**src/rtl/envelope_shift_generator.sv**
```systemverilog
// ADSR envelope generator whose level is a right-shift attenuation:
// 0 is full scale, all-ones is silent. Each stepping phase advances the
// shift by one every <phase>_period clocks; a key gate drives the phases.
module envelope_shift_generator #(
   parameter int unsigned SHIFT_W = 4,
   parameter int unsigned RATE_W  = 32
) (
   input  logic               clock,
   input  logic               reset,
   input  logic               gate,
   input  logic [RATE_W-1:0]  attack_period,
   input  logic [RATE_W-1:0]  decay_period,
   input  logic [SHIFT_W-1:0] sustain_shift,
   input  logic [RATE_W-1:0]  release_period,
   output logic [SHIFT_W-1:0] shift_amount,
   output logic [2:0]         phase,
   output logic               active,
   output logic               done
);

   typedef enum logic [2:0] {
      IDLE    = 3'd0,
      ATTACK  = 3'd1,
      DECAY   = 3'd2,
      SUSTAIN = 3'd3,
      RELEASE = 3'd4
   } phase_t;

   localparam logic [SHIFT_W-1:0] SHIFT_MAX = '1;
   localparam logic [SHIFT_W-1:0] ONE_S     = SHIFT_W'(1);
   localparam logic [RATE_W-1:0]  ONE_R     = RATE_W'(1);

   phase_t             state;
   logic [SHIFT_W-1:0] shift_q;
   logic [SHIFT_W-1:0] sustain_q;
   logic [RATE_W-1:0]  cnt;
   logic [RATE_W-1:0]  cur_period;
   logic               step_hit;

   assign shift_amount = shift_q;
   assign phase        = state;
   assign active       = (state != IDLE);

   // Select the live period of the current phase and decide whether this edge steps.
   always_comb begin
      cur_period = '0;
      case (state)
         ATTACK:  cur_period = attack_period;
         DECAY:   cur_period = decay_period;
         RELEASE: cur_period = release_period;
         default: cur_period = '0;
      endcase
      // Periods 0 and 1 both step every edge; >= lets a shortened period act at once.
      step_hit = (cur_period <= ONE_R) ? 1'b1 : (cnt >= (cur_period - ONE_R));
   end

   // Phase sequencing, step divider, shift level and done pulse.
   always_ff @(posedge clock) begin
      if (reset) begin
         state     <= IDLE;
         shift_q   <= SHIFT_MAX;
         sustain_q <= '0;
         cnt       <= '0;
         done      <= 1'b0;
      end else begin
         done <= 1'b0;
         case (state)
            IDLE: begin
               shift_q <= SHIFT_MAX;
               cnt     <= '0;
               if (gate) begin
                  state <= ATTACK;
               end
            end

            ATTACK: begin
               if (!gate) begin
                  state <= RELEASE;
                  cnt   <= '0;
               end else if (step_hit) begin
                  cnt <= '0;
                  if (shift_q <= ONE_S) begin
                     shift_q   <= '0;
                     sustain_q <= sustain_shift;
                     state     <= (sustain_shift != '0) ? DECAY : SUSTAIN;
                  end else begin
                     shift_q <= shift_q - ONE_S;
                  end
               end else begin
                  cnt <= cnt + ONE_R;
               end
            end

            DECAY: begin
               if (!gate) begin
                  state <= RELEASE;
                  cnt   <= '0;
               end else if (step_hit) begin
                  cnt <= '0;
                  if ((shift_q < sustain_q) && ((sustain_q - shift_q) > ONE_S)) begin
                     shift_q <= shift_q + ONE_S;
                  end else begin
                     shift_q <= sustain_q;
                     state   <= SUSTAIN;
                  end
               end else begin
                  cnt <= cnt + ONE_R;
               end
            end

            SUSTAIN: begin
               cnt <= '0;
               if (!gate) begin
                  state <= RELEASE;
               end
            end

            RELEASE: begin
               if (gate) begin
                  state <= ATTACK;
                  cnt   <= '0;
               end else if (shift_q == SHIFT_MAX) begin
                  state <= IDLE;
                  done  <= 1'b1;
                  cnt   <= '0;
               end else if (step_hit) begin
                  cnt     <= '0;
                  shift_q <= shift_q + ONE_S;
                  if (shift_q == (SHIFT_MAX - ONE_S)) begin
                     state <= IDLE;
                     done  <= 1'b1;
                  end
               end else begin
                  cnt <= cnt + ONE_R;
               end
            end

            default: begin
               state   <= IDLE;
               shift_q <= SHIFT_MAX;
               cnt     <= '0;
            end
         endcase
      end
   end

endmodule

```
**config.mk**
```make
export PLATFORM = sky130hd
export DESIGN_NAME = envelope_shift_generator
export DESIGN_NICKNAME = d
export VERILOG_FILES = /design/src/rtl/envelope_shift_generator.sv
export SDC_FILE = /design/constraint.sdc
export NUM_CORES = 1
export LEC_CHECK = 0
export BUFFER_PORTS_ARGS = -buffer_cell sky130_fd_sc_hd__buf_2
export CAP_MARGIN = 5
export CORE_MARGIN = 2
export CORE_UTILIZATION = 28
export DETAILED_ROUTE_END_ITERATION = 16
export GPL_ROUTABILITY_DRIVEN = 0
export GPL_TIMING_DRIVEN = 1
export MAX_ROUTING_LAYER = met4
export PLACE_DENSITY = 0.54
export SLEW_MARGIN = 20
export SYNTH_ARGS = -nofsm -noshare
export SYNTH_HDL_FRONTEND = slang
export SYNTH_SLANG_ARGS = --single-unit
```
**constraint.sdc**
```tcl
create_clock -name clock -period 6.35 [get_ports clock]
set_input_delay 1.905 -clock clock [delete_from_list [all_inputs] [get_ports clock]]
set_output_delay 1.905 -clock clock [all_outputs]
set_load 0.005 [all_outputs]
```
Word-level counts from Yosys, hierarchy flattened
Index checks and enable logic that the tools add are counted.
Cells by class
  add/sub/neg operators: 5
  multipliers: 0
  divide/modulo/power cells: 0
  magnitude comparators: 5
  equal/unequal tests: 21
  shift operators: 0
  mux-type cells: 34
  bitwise logic cells: 2
  reductions and logical operators: 9
Operators by type and width (count)
  two-way mux 32 bit: 4
  one-hot mux 32 bit (3 select lines): 1
  one-hot mux 32 bit (2 select lines): 1
  two-way mux 3 bit: 12
  two-way mux 4 bit: 9
  adder 32 x 1 -> 32 bit, second input constant: 1
  >= comparator 32 bit: 1
  less-or-equal comparator 32 x 1 -> 1 bit, second input constant: 1
  subtractor 32 x 1 -> 32 bit, second input constant: 1
  != test 2 bit, second input constant: 9
  one-hot mux 4 bit (4 select lines): 1
  AND reduction 8 bit: 2
  one-hot mux 3 bit (5 select lines): 1
  != test 3 bit, second input constant: 4
  == test 4 bit, second input constant: 2
  != test 4 bit, second input constant: 2
  == test 3 x 2 -> 1 bit, second input constant: 2
  two-way mux 1 bit: 5
  adder 4 x 1 -> 4 bit, second input constant: 1
  > comparator 4 x 1 -> 1 bit, second input constant: 1
  less-or-equal comparator 4 x 1 -> 1 bit, second input constant: 1
  less-than comparator 4 bit: 1
  AND reduction 4 bit: 1
  nonzero test 4 bit: 1
  10 further kinds: 11
Storage, ports and cells
  register bits: 44
  latch bits: 0
  bits in writable memories: 0
  bits in read-only memories: 0
  input port bits: 103
  output and inout bits: 9
  word-level logic and storage cells: 81
  memories: 0

Longest topological paths before layout
  word-level depth: 9
  gate-level depth with buffers: 22
  depth with buffers taken out: 17

Worst setup path after synthesis
OpenSTA, ideal clock, no wires.
  kind: input port to flip-flop
  start: in release_period[2]
  end: reg cnt[19]
  setup time: 0.065 ns
  data arrival time: 6.047 ns
  data required time: 6.285 ns
  path slack: 0.238 ns
  stages on the path: 18
  path buffers: 2
  path through: and2_0 > a222oi_1 > nand4_1 > nor3_4 > and3_1 > and4_1 > nand2_1 > xnor2_1 > ha_1 > a21o_1 > nand3_1 > a21oi_1 > a2111oi_2 > nand3_2 > or3_1 > buf_2 > buf_4 > nor2_1
On the way
  cells in the longest elaborated chain, start to end: 8
  elaborated cells between the ends (all ways): 10
  classes of those cells: add/sub (1); order compare (2); mux (7)
RTL lines
  from (decl): line 14  | input logic [RATE_W-1:0] release_period,
  one-hot mux 32 bit (3 select lines) (*): line 47  | case (state)
  subtractor 32 x 1 -> 32 bit: line 54  | step_hit = (cur_period <= ONE_R) ? 1'b1 : (cnt >= (cur_period - ONE_R));
  >= comparator 32 bit: line 54
  two-way mux 1 bit (*): line 54
  two-way mux 32 bit (*): line 80, 98, 126
  two-way mux 32 bit: line 122  | end else if (shift_q == SHIFT_MAX) begin
  two-way mux 32 bit: line 119  | if (gate) begin
  one-hot mux 32 bit (2 select lines) (*): line 67  | case (state)
  to (signal assigned): line 90  | cnt <= cnt + ONE_R;
  to (signal assigned): line 107  | cnt <= cnt + ONE_R;
  to (signal assigned): line 134  | cnt <= cnt + ONE_R;
  to (decl): line 36  | logic [RATE_W-1:0] cnt;
Mark *: on every way between the ends. The rest lies on a longest branch, timed or not.
A chain may end at the register's enable or synchronous reset.

Final worst setup path
  start: in decay_period[12]
  end: reg cnt[8]
On the way
  cells in the longest elaborated chain, start to end: 8
  elaborated cells between the ends (all ways): 10
  classes of those cells: add/sub (1); order compare (2); mux (7)
RTL lines
  from (decl): line 12  | input logic [RATE_W-1:0] decay_period,
  one-hot mux 32 bit (3 select lines) (*): line 47
  subtractor 32 x 1 -> 32 bit: line 54
  >= comparator 32 bit: line 54
  two-way mux 1 bit (*): line 54
  two-way mux 32 bit (*): line 80, 98, 126
  two-way mux 32 bit: line 122
  two-way mux 32 bit: line 119
  one-hot mux 32 bit (2 select lines) (*): line 67
Marks and branches as above.

==> flow_metrics.env <==
export IMPL_outcome="finished clean"
export IMPL_die_height_um=134
export IMPL_grt_pass1_wl_um=23300
export IMPL_detailed_route_wire_length_um=14800
export IMPL_post_dp_cell_area_sq_um=5570
export IMPL_path_clk_slew_ps=60
export IMPL_grt_util_all_layers=0.166
export IMPL_placement_io_buffers=111
export IMPL_report_final_slew_viol_count=0
export IMPL_via_count_of_the_first_global_routing_pass=4540
export IMPL_period_share=0.927
export IMPL_tritoncts_num_sinks=44
export IMPL_nets=851
export IMPL_cts_hold_fix_buffers=0
export IMPL_insertedDiodeCount=0
export IMPL_die_w_um=134
export IMPL_clock_tree_root_cell="sky130_fd_sc_hd__clkbuf_16"
export IMPL_worstSkewPairLatency_ps=290
export IMPL_ys_types=65
export IMPL_cp_cell_sequence="buf_2, nor2b_1, a221oi_1, nand4_1, nor3_2, and3_1, and4_1, nand2_1, xnor2_1, ha_1, a21o_1, nand3_1, a21oi_1, a2111oi_2, nand3_2, or3_1, buf_4, a21oi_1"
export IMPL_syn_nets=739
export IMPL_grt_overflow=0
export IMPL_fp_dieArea_sq_um=17900
export IMPL_synth_top_cells_by_area="sky130_fd_sc_hd__dfxtp_1, sky130_fd_sc_hd__ha_1, sky130_fd_sc_hd__xnor2_1, sky130_fd_sc_hd__nor2_1, sky130_fd_sc_hd__xor2_1"
export IMPL_htree_num_levels=2
export IMPL_area_growth_syn_to_layout_pct=21.7
export IMPL_data_arrival_critical_path_ps=6100
export IMPL_asyncSetResetFlopFracSynth=0
export IMPL_setup_repair_after_global_routing_missed_its_margin="false"
export IMPL_drive_above_1_share=0.240
export IMPL_power_density_nw_per_um2=327
export IMPL_vdd_drop_max_mv=0.128
export IMPL_clock_skew_ps=11.4
export IMPL_yosysTopAreaCell="sky130_fd_sc_hd__dfxtp_1"
export IMPL_maxClockFrequency_mhz=170
export IMPL_maxCapViolCount=0
export IMPL_post_synth_cell_area_avg_sq_um=7.98
export IMPL_p_leak_nw=2.35
export IMPL_row_count=47
export IMPL_most_instantiated_flip_flop_cell_in_the_synthesis_netlist="sky130_fd_sc_hd__dfxtp_1"
export IMPL_drt_iter0_markers=230
export IMPL_fin_worst_hold_slack_ps=480
export IMPL_cts_repair_resize_count=0
export IMPL_dpl_cell_count=917
export IMPL_via_count=4748
export IMPL_io_pins=112
export IMPL_synth_most_common_cell="sky130_fd_sc_hd__nor2_1"
export IMPL_starting_density_of_the_core=0.286
export IMPL_worst_margin_pin_slew_ps=964
export IMPL_yosys_top_cells_count="sky130_fd_sc_hd__nor2_1, sky130_fd_sc_hd__dfxtp_1, sky130_fd_sc_hd__ha_1, sky130_fd_sc_hd__nand2_1, sky130_fd_sc_hd__xnor2_1"
export IMPL_startpoint_type="input pin"
export IMPL_finalHoldViolCount=0
export IMPL_critical_path_start_end_classification="input pin to flip-flop"
export IMPL_syn_inst=592
export IMPL_core_sq_um=16500
export IMPL_synth_seq_area_share=0.186
export IMPL_synth_ff_latch_count=44
export IMPL_critical_path_fanouts_max=32
export IMPL_vias_per_cell=5.13
export IMPL_setup_worst_path_end_class="flip-flop"
export IMPL_cts_setup_buffers=0
export IMPL_netlist_area_leader_share=0.186
export IMPL_ant_nets=0
export IMPL_antenna_found_initial=0
export IMPL_synth_warning_count=0
export IMPL_worstPathRequired_ps=6570
export IMPL_grt_start_max_net_pins=42
export IMPL_cts_tree="built"
export IMPL_timing_critical_path_slowest_stage_cell="sky130_fd_sc_hd__a221oi_1"
export IMPL_cts_max_path_buffers=2
export IMPL_stdcell_area_sq_um=5750
export IMPL_final_sum_of_negative_setup_slack_ps=0
export IMPL_detailed_place_hpwl_um=11800
export IMPL_synth_edff_count=0
export IMPL_synth_area_sq_um=4720
export IMPL_setup_viol=0
export IMPL_detailedRoute_firstPassIterationCount=5
export IMPL_wl_per_cell_um=16.0
export IMPL_post_layout_cell_count=925
export IMPL_worstHoldPathType="flip-flop to flip-flop"
export IMPL_period_needed_ps=5890
export IMPL_crit_path_max_incr_delay_ps=500
export IMPL_remaining_drc_errors=0
export IMPL_design_power_total_mw=1.88
export IMPL_maxSlewHeadroom=0.352
export IMPL_numCtsBuffers=5
export IMPL_crit_top_cell="sky130_fd_sc_hd__a21oi_1"
through the flow:
stage / setup WS, ps / util
after global routing: 232 / 0.348
after global placement: 271 / 0.337
after CTS: 472 / 0.348
final: 462 / 0.348
after detailed placement: 180 / 0.337
after floorplan: 238 / -
metal layers:
layer | vias to the layer above | track usage | routed length [um]
li1 | 2393 | - | -
met1 | 2221 | 0.217 | 6910
met2 | 114 | 0.272 | 6930
met3 | 20 | 0.0208 | 632
met4 | 0 | 0.0443 | 288
met5 | - | - | 0
layout by cell type, fill, tap and decap left out, types with 18 or more instances in the layout:
cell type / synthesis / layout
sky130_fd_sc_hd__xor2_1: 28 / 28
sky130_fd_sc_hd__buf_2: 8 / 111
sky130_fd_sc_hd__nand2_1: 43 / 43
sky130_fd_sc_hd__dfxtp_1: 44 / 43
sky130_fd_sc_hd__nor2_1: 73 / 73
sky130_fd_sc_hd__buf_4: 8 / 26
sky130_fd_sc_hd__a21oi_1: 18 / 18
sky130_fd_sc_hd__xnor2_1: 34 / 34
sky130_fd_sc_hd__o21ai_0: 18 / 18
sky130_fd_sc_hd__nor2b_1: 28 / 27
sky130_fd_sc_hd__nand3_1: 31 / 31
sky130_fd_sc_hd__ha_1: 43 / 43
critical path: cells and delay by family:
family | cells | cell delay (ps)
and+or+nand+nor | 9 | 1990
xor gates and xnor gates | 1 | 150
adders and majority gates | 1 | 300
AOI/OAI and AO/OA | 5 | 1390
buffers and inverters | 2 | 340
state kept, by name (all words and copies together), names as in the netlist:
register      flops
cnt              32
shift_amount      4
sustain_q         4
phase             3
done              1
power by group:
part	internal, mW	switching (mW)	total, mW
clock	0.197	0.117	0.314
sequential	0.289	0.0366	0.325
combinational	0.533	0.708	1.24
final timing paths:
check / start / end / slack (ps) / depth (start not counted)
setup / recovery: decay_period[12] / cnt[8] / 460 / 18
hold / removal: cnt[0] / cnt[0] / 480 / 1
setup reg to reg: phase[0] / cnt[8] / 1060 / 19
hold reg to reg: cnt[0] / cnt[0] / 480 / 1
layout make-up:
type | count | area [sq um]
clock buffer | 6 | 139
clock inverter | 2 | 38.8
fill | 1752 | 10800
inverter | 17 | 63.8
multi-input combinational | 499 | 3600
sequential | 44 | 882
tap | 220 | 275
timing repair buffer | 137 | 751
kinds of logic (layout without fill, tap and decap cells):
family | Yosys count | after routing | synth area share
and+or+nand+nor | 272 | 272 | 0.323
AOI/OAI and AO/OA | 110 | 110 | 0.181
xor gates and xnor gates | 62 | 62 | 0.115
buffers and inverters | 49 | 162 | 0.0522
adders and majority gates | 45 | 45 | 0.120
DFF | 44 | 44 | 0.186
muxes | 10 | 10 | 0.0225
No activity file was read; power rests on OpenSTA's default activity.
